### src/rtl/rs_encode_stream_in_seg.sv
// RS encoder front end: cuts the input line stream into NUM_LINES-line RS blocks.
// Each block holds up to DATA_LINES data lines followed by zero pad lines.
module rs_encode_stream_in_seg #(
  parameter int unsigned DATA_W           = 256,
  parameter int unsigned DATA_LINES       = 7,
  parameter int unsigned NUM_LINES        = 8,
  parameter int unsigned NUM_REQ_BLOCKS_W = 16,
  parameter int unsigned NUM_LINES_W      = $clog2(NUM_LINES + 1)
) (
  input  logic                        clk,
  input  logic                        rst_n,
  input  logic                        src_stream_encoder_req_val,
  input  logic [NUM_REQ_BLOCKS_W-1:0] src_stream_encoder_req_num_blocks,
  input  logic [NUM_LINES_W-1:0]      src_stream_encoder_req_last_lines,
  output logic                        stream_encoder_src_req_rdy,
  input  logic                        src_stream_encoder_data_val,
  input  logic [DATA_W-1:0]           src_stream_encoder_data,
  output logic                        stream_encoder_src_data_rdy,
  output logic                        stream_encode_line_val,
  output logic [DATA_W-1:0]           stream_encode_line_encode_line,
  output logic                        stream_encode_line_first,
  output logic                        stream_encode_line_last,
  input  logic                        stream_encode_line_rdy,
  output logic                        in_datap_out_datap_meta_val,
  output logic [NUM_REQ_BLOCKS_W-1:0] in_datap_out_datap_req_num_blocks,
  input  logic                        out_datap_in_datap_meta_rdy
);

  localparam int unsigned BLK_CNT_W = NUM_REQ_BLOCKS_W + 1;

  typedef enum logic [1:0] {ST_READY, ST_META, ST_DATA, ST_PAD} state_t;

  state_t                      state_q, state_d;
  logic [NUM_REQ_BLOCKS_W-1:0] num_blocks_q, num_blocks_d;
  logic [NUM_LINES_W-1:0]      last_lines_q, last_lines_d;
  logic [NUM_LINES_W-1:0]      line_cnt_q, line_cnt_d;
  logic [BLK_CNT_W-1:0]        block_cnt_q, block_cnt_d;
  logic [NUM_LINES_W-1:0]      lim;
  logic                        last_block, cnt_top, lim_end, block_end;

  // Extra block_cnt bit keeps the final-block compare exact at the maximum count.
  assign last_block = (block_cnt_q + BLK_CNT_W'(1)) == BLK_CNT_W'(num_blocks_q);
  assign lim        = last_block ? last_lines_q : NUM_LINES_W'(DATA_LINES);
  assign cnt_top    = line_cnt_q == NUM_LINES_W'(NUM_LINES - 1);
  assign lim_end    = line_cnt_q == (lim - NUM_LINES_W'(1));

  assign in_datap_out_datap_req_num_blocks = num_blocks_q;

  always_ff @(posedge clk or negedge rst_n) begin
    if (!rst_n) begin
      state_q      <= ST_READY;
      num_blocks_q <= '0;
      last_lines_q <= '0;
      line_cnt_q   <= '0;
      block_cnt_q  <= '0;
    end else begin
      state_q      <= state_d;
      num_blocks_q <= num_blocks_d;
      last_lines_q <= last_lines_d;
      line_cnt_q   <= line_cnt_d;
      block_cnt_q  <= block_cnt_d;
    end
  end

  // Next state, counters and handshake outputs; the data path is a pure pass-through.
  always_comb begin
    state_d      = state_q;
    num_blocks_d = num_blocks_q;
    last_lines_d = last_lines_q;
    line_cnt_d   = line_cnt_q;
    block_cnt_d  = block_cnt_q;
    block_end    = 1'b0;

    stream_encoder_src_req_rdy     = 1'b0;
    stream_encoder_src_data_rdy    = 1'b0;
    stream_encode_line_val         = 1'b0;
    stream_encode_line_encode_line = '0;
    stream_encode_line_first       = 1'b0;
    stream_encode_line_last        = 1'b0;
    in_datap_out_datap_meta_val    = 1'b0;

    case (state_q)
      ST_READY: begin
        stream_encoder_src_req_rdy = 1'b1;
        if (src_stream_encoder_req_val) begin
          num_blocks_d = src_stream_encoder_req_num_blocks;
          if ((src_stream_encoder_req_last_lines == '0) ||
              (src_stream_encoder_req_last_lines > NUM_LINES_W'(DATA_LINES)))
            last_lines_d = NUM_LINES_W'(DATA_LINES);
          else
            last_lines_d = src_stream_encoder_req_last_lines;
          if (src_stream_encoder_req_num_blocks != '0) state_d = ST_META;
        end
      end
      ST_META: begin
        in_datap_out_datap_meta_val = 1'b1;
        if (out_datap_in_datap_meta_rdy) begin
          block_cnt_d = '0;
          line_cnt_d  = '0;
          state_d     = ST_DATA;
        end
      end
      ST_DATA: begin
        stream_encode_line_val         = src_stream_encoder_data_val;
        stream_encoder_src_data_rdy    = stream_encode_line_rdy;
        stream_encode_line_encode_line = src_stream_encoder_data;
        stream_encode_line_first       = line_cnt_q == '0;
        stream_encode_line_last        = cnt_top;
        if (src_stream_encoder_data_val && stream_encode_line_rdy) begin
          if (cnt_top) begin
            block_end = 1'b1;
          end else begin
            line_cnt_d = line_cnt_q + NUM_LINES_W'(1);
            if (lim_end) state_d = ST_PAD;
          end
        end
      end
      ST_PAD: begin
        stream_encode_line_val  = 1'b1;
        stream_encode_line_last = cnt_top;
        if (stream_encode_line_rdy) begin
          if (cnt_top) block_end = 1'b1;
          else         line_cnt_d = line_cnt_q + NUM_LINES_W'(1);
        end
      end
      default: state_d = ST_READY;
    endcase

    if (block_end) begin
      line_cnt_d = '0;
      if (last_block) begin
        state_d = ST_READY;
      end else begin
        block_cnt_d = block_cnt_q + BLK_CNT_W'(1);
        state_d     = ST_DATA;
      end
    end
  end

endmodule

### config.mk
export PLATFORM = sky130hd
export DESIGN_NAME = rs_encode_stream_in_seg
export DESIGN_NICKNAME = d
export VERILOG_FILES = /design/src/rtl/rs_encode_stream_in_seg.sv
export SDC_FILE = /design/constraint.sdc
export NUM_CORES = 1
export LEC_CHECK = 0
export CORE_AREA = 2 2 219 221
export CTS_BUF_LIST = sky130_fd_sc_hd__clkbuf_16
export DETAILED_ROUTE_END_ITERATION = 10
export DIE_AREA = 0 0 221 223
export PLACE_DENSITY = 0.49
export SLEW_MARGIN = 25
export SYNTH_ARGS = -nofsm -noshare
export SYNTH_HDL_FRONTEND = slang
export SYNTH_SLANG_ARGS = --single-unit
### constraint.sdc
create_clock -name clk -period 3.5 [get_ports clk]
set_input_delay 0.35 -clock clk [delete_from_list [all_inputs] [get_ports clk]]
set_output_delay 0.35 -clock clk [all_outputs]
set_load 0.005 [all_outputs]
==> run_results.csv, run 1 <==
group,metric,value,unit
outcome,status,"completed",
cells_and_area,area_growth,141,%
cells_and_area,fillers,5146,
floorplan,dieArea,49300,µm²
routing,via_per_inst,3.66,
cells_and_area,final_common_cell,"clkdlybuf4s50_1",
cells_and_area,final_util,0.235,
floorplan,core,47100,µm²
place,dp_slack,0.351,ns
routing,ant_nets,0,
synthesis,async_reset_ff_frac,1.00,
sta,setup-violations-final,0,
place,gp_congestion,0.872,
sta,tns,0,ns
routing,wl_met1,14.8,mm
global_routing,grt_pass1_wl,53.9,mm
cells_and_area,layout.cells.non_filler,1745,
synthesis,postSynthAreaPerCell,7.78,µm²
routing,top_layer,"met5",
place,place_inst,1737,
synthesis,syn_inst,591,
clock_tree,cts_tree,"done",
routing,wl_per_cell,23.5,µm
synthesis,yosysSeqAreaShare,0.234,
global_routing,gr-total-overflow,0,
power,powerDensity,452,nW/µm²
routing,first_iter_violations,387,
sta,min_period_over_period,0.906,
sta,timing.final.crit_period,3.17,ns
global_routing,grt_max_degree,136,
routing,vias,6389,
worst_setup_path,reg2reg_from,"block_cnt_q[1]",
routing,dr_wl_met3,2.61,mm
clock_tree,cts_buffers,5,
clock_tree,cts_setup_buffers,0,
worst_setup_path,critical_path_class,"flip-flop to flip-flop",
clock_tree,clock_sink_count,43,
global_routing,grt_antenna_before_repair,14,
routing,routed_wirelength,41.1,mm
worst_setup_path,crit_path_top_delay_cell,"nor4_1",
clock_tree,clk_pin_slew_worst_paths,0.06,ns
synthesis,synth_cell_types,53,
sta,worst_slew_pin_slew,0.828,ns
cells_and_area,layout_common_cells,"558 x clkdlybuf4s50_1, 260 x and2_1, 43 x dfrtp_1",
hold_path,holdCritPathClass,"input port to asynchronous set/reset pin",
floorplan,rows,80,
worst_setup_path,cp-startpoint,"block_cnt_q[1]",
cells_and_area,layout-drive-gt1-share,0.0505,
worst_setup_path,rrSetupSlack,0.33,ns
sta,rsz0062_at_grt,"no",
worst_setup_path,crit_fanout,9,
floorplan,chipWidth,221,µm
power,peakVddDrop,0.000381,V
synthesis,synth_seq_cells,43,
clock_tree,postCtsHoldBufs,0,
clock_tree,post_cts_resized,0,
floorplan,die_h,223,µm
synthesis,yosys_warnings,0,
worst_setup_path,path_cells,"ha_1 -> nand3_1 -> nor4_1 -> xnor2_1 -> nand4_1 -> nor4_4 -> buf_4 -> a211oi_1 -> a211oi_2 -> mux2i_1",
worst_setup_path,critPathCaptureType,"flip-flop",
global_routing,grt_usage,0.156,
clock_tree,htreeDepth,2,
worst_setup_path,cpPeakStageDelay,0.49,ns
power,leakagePower,4.12,nW
worst_setup_path,path_buf_inv,1,
synthesis,synth_edf_count,0,
routing,first_pass_iters,5,
sta,finalClockSkew,0.00552,ns
worst_setup_path,path_delay_family,"simple AND/OR/NAND/NOR gates",
clock_tree,clk_latency,0.28,ns
cells_and_area,multi_input_area,3310,µm²
sta,slew_headroom,0.448,
synthesis,netlist_area,4600,µm²
synthesis,synth_nets,880,
sta,clock.fmax,315,MHz
routing,route.detailed.drc,0,
synthesis,yosys_most_used_dff,"dfrtp_1",
cells_and_area,seqCellArea,1080,µm²
clock_tree,root_buffer,"clkbuf_16",
worst_setup_path,worst_ep_arrival_time,3.37,ns
worst_setup_path,rr_endpoint,"state_q[0]",
sta,slew_violations,0,
global_routing,grt_pass1_vias,6449,
sta,finalHoldViolCount,0,
routing,wl_met2,23.4,mm
place,place_hpwl,37.0,mm
floorplan,io_pins,560,
place,portBuffers,559,
sta,hold_ws,0.0723,ns
sta,finalWorstSetupSlack,0.328,ns
cells_and_area,num-nets-final,1418,
clock_tree,cts_buffer_depth,2,
floorplan,start_util,0.0976,
worst_setup_path,worstPathRequired,3.70,ns
worst_setup_path,cp-start-kind,"flip-flop",
worst_setup_path,reg2reg_depth,10,
job,cap_violations,0,
[where the power goes]
part | switching, mW | internal [mW] | leakage, nW
Combinational | 1.56 | 2.17 | 3.50
Clock | 0.184 | 0.257 | 0.0671
Sequential | 0.203 | 0.635 | 0.552
[flip-flops by register name, indices dropped and copies added, names as in the netlist]
name	count
in_datap_out_datap_req_num_blocks	16
last_lines_q	4
state_q	2
line_cnt_q	4
block_cnt_q	17
[synth_stat cells, types with 4 or more instances]
| library cell | number | share of area |
|---|---|---|
| o31a_1 | 5 | 0.0095 |
| inv_1 | 13 | 0.011 |
| mux2_2 | 17 | 0.042 |
| nand2_1 | 32 | 0.026 |
| nor4_1 | 12 | 0.016 |
| mux2i_1 | 14 | 0.030 |
| nor3_1 | 7 | 0.0076 |
| dfrtp_1 | 43 | 0.23 |
| xnor2_1 | 14 | 0.027 |
| a21boi_0 | 4 | 0.0065 |
| clkbuf_1 | 37 | 0.030 |
| xor2_1 | 10 | 0.019 |
| nand3b_1 | 4 | 0.0065 |
| ha_1 | 7 | 0.019 |
| nand3_1 | 10 | 0.011 |
| a21oi_1 | 6 | 0.0065 |
| and2_1 | 260 | 0.35 |
| nor2_1 | 17 | 0.014 |
| o21ai_0 | 13 | 0.014 |
| nand4_1 | 9 | 0.012 |
| buf_2 | 7 | 0.0076 |
[layout make-up]
class,count,share of cell area
Multi-Input combinational cell,489,0.298
Sequential cell,43,0.0970
Clock buffer,5,0.0113
Tap cell,615,0.0694
Antenna cell,1,0.000226
Timing Repair Buffer,577,0.519
Clock inverter,2,0.000790
Inverter,13,0.00440
[worst register-to-register path, cell delays in order, from the launching register on]
cell and delay (ns):
dfrtp_1 0.41, ha_1 0.31, nand3_1 0.27, nor4_1 0.49, xnor2_1 0.19, nand4_1 0.20, nor4_4 0.34, buf_4 0.23
a211oi_1 0.10, a211oi_2 0.31, mux2i_1 0.23
[stage by stage]
step | cell area [µm²] | power, mW
floorplan | 4600 | 2.16
global placement | 10900 | 4.64
detailed placement | 10900 | 4.65
CTS | 11100 | 5.12
global route | 11100 | 5.34
finish | 11100 | 5.01
[kinds of logic (layout without fill, tap and decap cells)]
logic type	count (synthesis)	after routing	synth area share
simple gates	370	370	0.486
buf+inv	59	597	0.0509
compound gates	55	55	0.0840
flops	43	43	0.234
mux	31	31	0.0721
xor+xnor	26	26	0.0541
fa+ha+maj	7	7	0.0190
other cells	0	1	0
[metal layers]
metal,track usage,vias to the layer above
met5,0,-
met4,0.00649,18
met3,0.0391,27
met2,0.318,243
met1,0.168,3088
li1,-,3013
[how the worst max path moves through the flow]
stage / cells after the start / end / slack, ns
finish: 10 / state_q[0] / 0.33
global route: 10 / state_q[1] / 0.05
CTS: 9 / block_cnt_q[0] / 0.36
detailed placement: 9 / block_cnt_q[0] / 0.35
global placement: 9 / state_q[1] / 0.42
floorplan: 10 / state_q[0] / 0.55
(Power assumes the default switching activity.)
==> inputs of run 2 (changes only) <==
--- a/config.mk
+++ b/config.mk
@@ -5,11 +5,13 @@
 export SDC_FILE = /design/constraint.sdc
 export NUM_CORES = 1
 export LEC_CHECK = 0
+export CAP_MARGIN = 20
 export CORE_AREA = 2 2 219 221
 export CTS_BUF_LIST = sky130_fd_sc_hd__clkbuf_16
 export DETAILED_ROUTE_END_ITERATION = 10
 export DIE_AREA = 0 0 221 223
 export PLACE_DENSITY = 0.49
+export RECOVER_POWER = 50
 export SLEW_MARGIN = 25
 export SYNTH_ARGS = -nofsm -noshare
 export SYNTH_HDL_FRONTEND = slang
==> run 2 against run 1 <==
  * The run now ends with max-capacitance violations, max-slew violations left
  * Combinational power shrank 3%
  * Via count shrank 0.38%
  * Count of clock-buffer cells in the layout is the same
  * Hold slack gained 0.44 ns
  * Cell count is essentially flat
  * Sequential share of layout area is essentially flat
  * Critical path depth shrank 5
  * Setup slack lost 0.061 ns
  * Largest cell class unchanged
==> run_results.csv, run 2 (synthesized netlist as in run 1, its figures left out) <==
group,metric,value,unit
outcome,status,"finished with violations",
outcome,violations,"max-capacitance violations, max-slew violations",
worst_setup_path,worst_ep_arrival_time,2.88,ns
place,place_area,10900,µm²
worst_setup_path,cpPeakStageDelay,0.78,ns
routing,routed_wirelength,41.0,mm
clock_tree,clk_pin_slew_worst_paths,0.06,ns
worst_setup_path,critical_path_class,"flip-flop to output port",
global_routing,grt_antenna_before_repair,15,
clock_tree,cts_buffer_depth,2,
worst_setup_path,path_buf_inv,3,
cells_and_area,fillers,5145,
worst_setup_path,path_delay_family,"buffers and inverters",
global_routing,grt_usage,0.156,
place,place_hpwl,37.0,mm
routing,via_per_inst,3.65,
clock_tree,root_buffer,"clkbuf_16",
sta,setup-violations-final,0,
global_routing,gr-total-overflow,0,
sta,clock.fmax,309,MHz
worst_setup_path,critPathCaptureType,"output port",
cells_and_area,num-nets-final,1418,
sta,finalHoldViolCount,0,
clock_tree,postCtsHoldBufs,0,
clock_tree,htreeDepth,2,
sta,hold_ws,0.513,ns
sta,worst_slew_pin_slew,2.43,ns
cells_and_area,top_register,"block_cnt_q",
global_routing,grt_max_degree,136,
cells_and_area,largest_reg_flops,17,
power,leakagePower,4.26,nW
power,powerDensity,441,nW/µm²
floorplan,start_util,0.0976,
sta,min_period_over_period,0.924,
floorplan,die_h,223,µm
place,portBuffers,559,
floorplan,core,47100,µm²
hold_path,holdCritPathClass,"flip-flop to flip-flop",
clock_tree,post_cts_resized,0,
cells_and_area,stdcell_area,11100,µm²
worst_setup_path,worstPathRequired,3.15,ns
cells_and_area,layout_common_cells,"482 x clkdlybuf4s50_1, 220 x and2_1, 76 x dlygate4sd3_1",
floorplan,io_pins,560,
floorplan,rows,80,
floorplan,chipWidth,221,µm
global_routing,grt_pass1_vias,6449,
sta,rsz0062_at_grt,"no",
worst_setup_path,crit_path_top_delay_cell,"clkbuf_4",
sta,slew_headroom,-0.621,
sta,finalClockSkew,0.00595,ns
power,peakVddDrop,0.000294,V
worst_setup_path,path_cells,"inv_1 -> ha_4 -> clkbuf_4 -> and2_1 -> clkdlybuf4s50_1",
place,gp_congestion,0.872,
clock_tree,clock_sink_count,43,
power,finalPower,4.88,mW
routing,first_pass_iters,4,
routing,ant_nets,0,
job,cap_violations,1,
floorplan,dieArea,49300,µm²
worst_setup_path,cp-start-kind,"flip-flop",
cells_and_area,area_growth,141,%
sta,tns,0,ns
clock_tree,cts_tree,"done",
routing,vias,6365,
cells_and_area,final_common_cell,"clkdlybuf4s50_1",
routing,wl_per_cell,23.5,µm
clock_tree,clk_latency,0.28,ns
sta,finalWorstSetupSlack,0.267,ns
sta,slew_violations,44,
routing,first_iter_violations,347,
routing,route.detailed.drc,0,
clock_tree,cts_buffers,5,
sta,timing.final.crit_period,3.23,ns
global_routing,grt_pass1_wl,53.9,mm
worst_setup_path,crit_fanout,135,
cells_and_area,layout-drive-gt1-share,0.0478,
clock_tree,cts_setup_buffers,0,
place,dp_slack,0.351,ns
[run 2: cell types whose count changed in the layout (fill, tap and decap cells not counted)]
cell             change
and2_0              +40
and2_1              -40
buf_12               -1
buf_4                -3
clkdlybuf4s50_1     -76
dlygate4sd3_1       +76
clkbuf_4             +1
clkbuf_1             +3
diode_2              +1
[run 2: stage by stage]
stage,std cells,util
final,1746,0.235
after global routing,1744,0.235
after CTS,1744,0.235
after detailed placement,1737,0.232
after global placement,1737,0.232
after floorplan,591,-
[run 2: where the power goes]
| part | leakage [nW] | total, mW | internal, mW | switching (mW) |
|---|---|---|---|---|
| registers | 0.552 | 0.833 | 0.635 | 0.198 |
| logic | 3.64 | 3.61 | 2.06 | 1.55 |
| clock network | 0.0671 | 0.441 | 0.257 | 0.184 |
| total | 4.26 | 4.88 | 2.95 | 1.93 |
[run 2: routing by layer]
| layer | vias to the layer above | GRT usage | wire (µm) |
|---|---|---|---|
| met3 | 26 | 0.0391 | 2710 |
| met4 | 18 | 0.00649 | 141 |
| met5 | - | 0 | 114 |
| met1 | 3059 | 0.168 | 14500 |
| met2 | 248 | 0.318 | 23600 |
| li1 | 3014 | - | - |
[run 2: worst paths after layout]
path / start / to / slack [ns] / cells past startpoint
worst max-delay path: state_q[0] / stream_encode_line_encode_line[55] / 0.27 / 5
worst min-delay path: block_cnt_q[16] / block_cnt_q[16] / 0.51 / 1
worst max register to register: block_cnt_q[1] / state_q[0] / 0.33 / 10
worst min register to register: block_cnt_q[16] / block_cnt_q[16] / 0.51 / 1
max in group asynchronous: rst_n / last_lines_q[3] / 1.31 / 1
min in group asynchronous: rst_n / in_datap_out_datap_req_num_blocks[11] / 0.81 / 1
[run 2: cell type report]
class	count	area, µm²	share of cell area
inverter	13	48.8	0.00441
clock inverter	2	8.76	0.000791
multi-input combinational	489	3310	0.299
tap	615	769	0.0695
clock buffer	5	125	0.0113
sequential	43	1080	0.0972
timing repair buffer	577	5730	0.517
antenna	2	5.00	0.000452
==> inputs of run 3 (changes only) <==
--- a/config.mk
+++ b/config.mk
@@ -10,7 +10,8 @@
 export CTS_BUF_LIST = sky130_fd_sc_hd__clkbuf_16
 export DETAILED_ROUTE_END_ITERATION = 10
 export DIE_AREA = 0 0 221 223
-export PLACE_DENSITY = 0.49
+export DONT_BUFFER_PORTS = 1
+export PLACE_DENSITY = 0.34
 export RECOVER_POWER = 50
 export SLEW_MARGIN = 25
 export SYNTH_ARGS = -nofsm -noshare
==> run 3 against run 2 <==
  * The flow still finishes with violations (max-capacitance violations, max-slew violations)
  * Setup slack better by 0.031 ns
  * Core utilization shrank 12 points
  * Critical path depth down 1
  * Clock power rose by 26%
  * Combinational power fell by 47%
  * Cell count decreased by 30%
  * Via count decreased by 28%
  * Sequential power rose by 4.9%
  * Die area unchanged
  * Maximum frequency is 0.96% higher
  * Routed wire length is 13% lower
  * Global-route usage shrank 2.1 points
  * Critical endpoint is now stream_encode_line_encode_line[8]
==> run_results.csv, run 3 (synthesized netlist as in run 1, its figures left out) <==
group,metric,value,unit
sta,finalHoldViolCount,0,
cells_and_area,multi_input_area,3290,µm²
worst_setup_path,worstPathRequired,3.15,ns
routing,first_pass_iters,4,
cells_and_area,largest_reg_flops,17,
routing,first_iter_violations,257,
sta,finalClockSkew,0.00838,ns
power,powerDensity,599,nW/µm²
global_routing,grt_max_degree,125,
cells_and_area,stdcell_area,5600,µm²
clock_tree,htreeDepth,2,
outcome,violations,"max-capacitance violations, max-slew violations",
global_routing,gr-total-overflow,0,
floorplan,die_h,223,µm
floorplan,core,47100,µm²
worst_setup_path,crit_path_top_delay_cell,"clkbuf_2",
cells_and_area,seqCellArea,1080,µm²
power,peakVddDrop,0.000400,V
sta,hold_ws,0.206,ns
worst_setup_path,cp-start-kind,"flip-flop",
worst_setup_path,critical_path_class,"flip-flop to output port",
routing,wl_per_cell,29.5,µm
sta,setup-violations-final,0,
clock_tree,cts_setup_buffers,0,
sta,min_period_over_period,0.915,
cells_and_area,num-nets-final,864,
worst_setup_path,cpPeakStageDelay,1.11,ns
power,leakagePower,2.00,nW
floorplan,start_util,0.0976,
place,gp_congestion,0.928,
global_routing,grt_antenna_before_repair,65,
global_routing,grt_pass1_wl,44.4,mm
hold_path,holdCritPathClass,"input port to flip-flop",
place,place_area,5370,µm²
clock_tree,clk_latency,0.29,ns
clock_tree,root_buffer,"clkbuf_16",
worst_setup_path,critPathCaptureType,"output port",
worst_setup_path,worst_ep_arrival_time,2.85,ns
cells_and_area,area_growth,21.8,%
sta,worst_slew_pin_slew,2.62,ns
sta,rsz0062_at_grt,"no",
clock_tree,clock_sink_count,43,
cells_and_area,layout_common_cells,"163 x and2_1, 97 x and2_0, 43 x dfrtp_1",
floorplan,io_pins,560,
worst_setup_path,path_cells,"inv_1 -> ha_1 -> clkbuf_2 -> and2_1",
sta,timing.final.crit_period,3.20,ns
cells_and_area,final_common_cell,"and2_1",
routing,via_per_inst,3.74,
sta,slew_headroom,-0.747,
place,place_hpwl,32.5,mm
worst_setup_path,crit_fanout,124,
routing,vias,4552,
sta,slew_violations,169,
routing,route.detailed.drc,0,
routing,routed_wirelength,35.9,mm
sta,clock.fmax,312,MHz
global_routing,grt_usage,0.135,
floorplan,dieArea,49300,µm²
worst_setup_path,rrSetupSlack,0.39,ns
clock_tree,cts_buffers,5,
cells_and_area,layout-drive-gt1-share,0.101,
floorplan,chipWidth,221,µm
job,cap_violations,2,
global_routing,grt_pass1_vias,4104,
sta,tns,0,ns
outcome,status,"finished with violations",
place,portBuffers,0,
floorplan,rows,80,
clock_tree,clk_pin_slew_worst_paths,0.07,ns
routing,ant_nets,0,
cells_and_area,top_register,"block_cnt_q",
clock_tree,cts_buffer_depth,2,
clock_tree,cts_tree,"done",
cells_and_area,fillers,5398,
## run 3: layer usage
| layer | global-route usage | wire length, µm | up-vias |
|---|---|---|---|
| met5 | 0 | 345 | - |
| met3 | 0.0668 | 4200 | 105 |
| li1 | - | - | 1947 |
| met4 | 0.00758 | 641 | 52 |
| met1 | 0.153 | 12900 | 2135 |
| met2 | 0.239 | 17800 | 313 |
## run 3: final cells by class
cell class	instances	area share
Antenna cell	27	0.0121
Clock buffer	5	0.0223
Clock inverter	3	0.00849
Inverter	13	0.00871
Multi-Input combinational cell	489	0.587
Sequential cell	43	0.192
Tap cell	615	0.137
Timing Repair Buffer	23	0.0317
## run 3: critical path: cells and delay by family (launching register included)
kind                     cells  cell delay [ns]
buffers and inverters        2             1.24
AND/OR/NAND/NOR              1             0.58
flip-flops                   1             0.41
adder cells (fa/ha/maj)      1             0.24
## run 3: report_power, final
group | internal [mW] | switching (mW)
logic | 0.683 | 1.24
registers | 0.633 | 0.241
clock network | 0.341 | 0.216
total | 1.66 | 1.70
## run 3: final timing paths
| path | startpoint | end | depth (start not counted) |
|---|---|---|---|
| max | state_q[0] | stream_encode_line_encode_line[8] | 4 |
| max reg2reg | block_cnt_q[4] | block_cnt_q[0] | 9 |
| max in group asynchronous | rst_n | line_cnt_q[3] | 2 |
| min reg2reg | block_cnt_q[16] | block_cnt_q[16] | 1 |
| min in group asynchronous | rst_n | block_cnt_q[3] | 2 |
| min | src_stream_encoder_req_num_blocks[1] | in_datap_out_datap_req_num_blocks[1] | 1 |
## run 3: stage by stage
stage	instances	util	total power, mW	worst slack, ns
floorplan	591	-	2.16	0.546
global placement	1181	0.114	2.87	0.440
detailed placement	1181	0.114	2.87	0.383
CTS	1191	0.118	3.46	0.347
global route	1201	0.118	3.61	0.0572
finish	1218	0.119	3.35	0.298
## run 3: what timing repair did
action	4_1_cts	5_1_grt
resized for setup	0	0
hold endpoints to repair	43	0
hold buffers	2	0
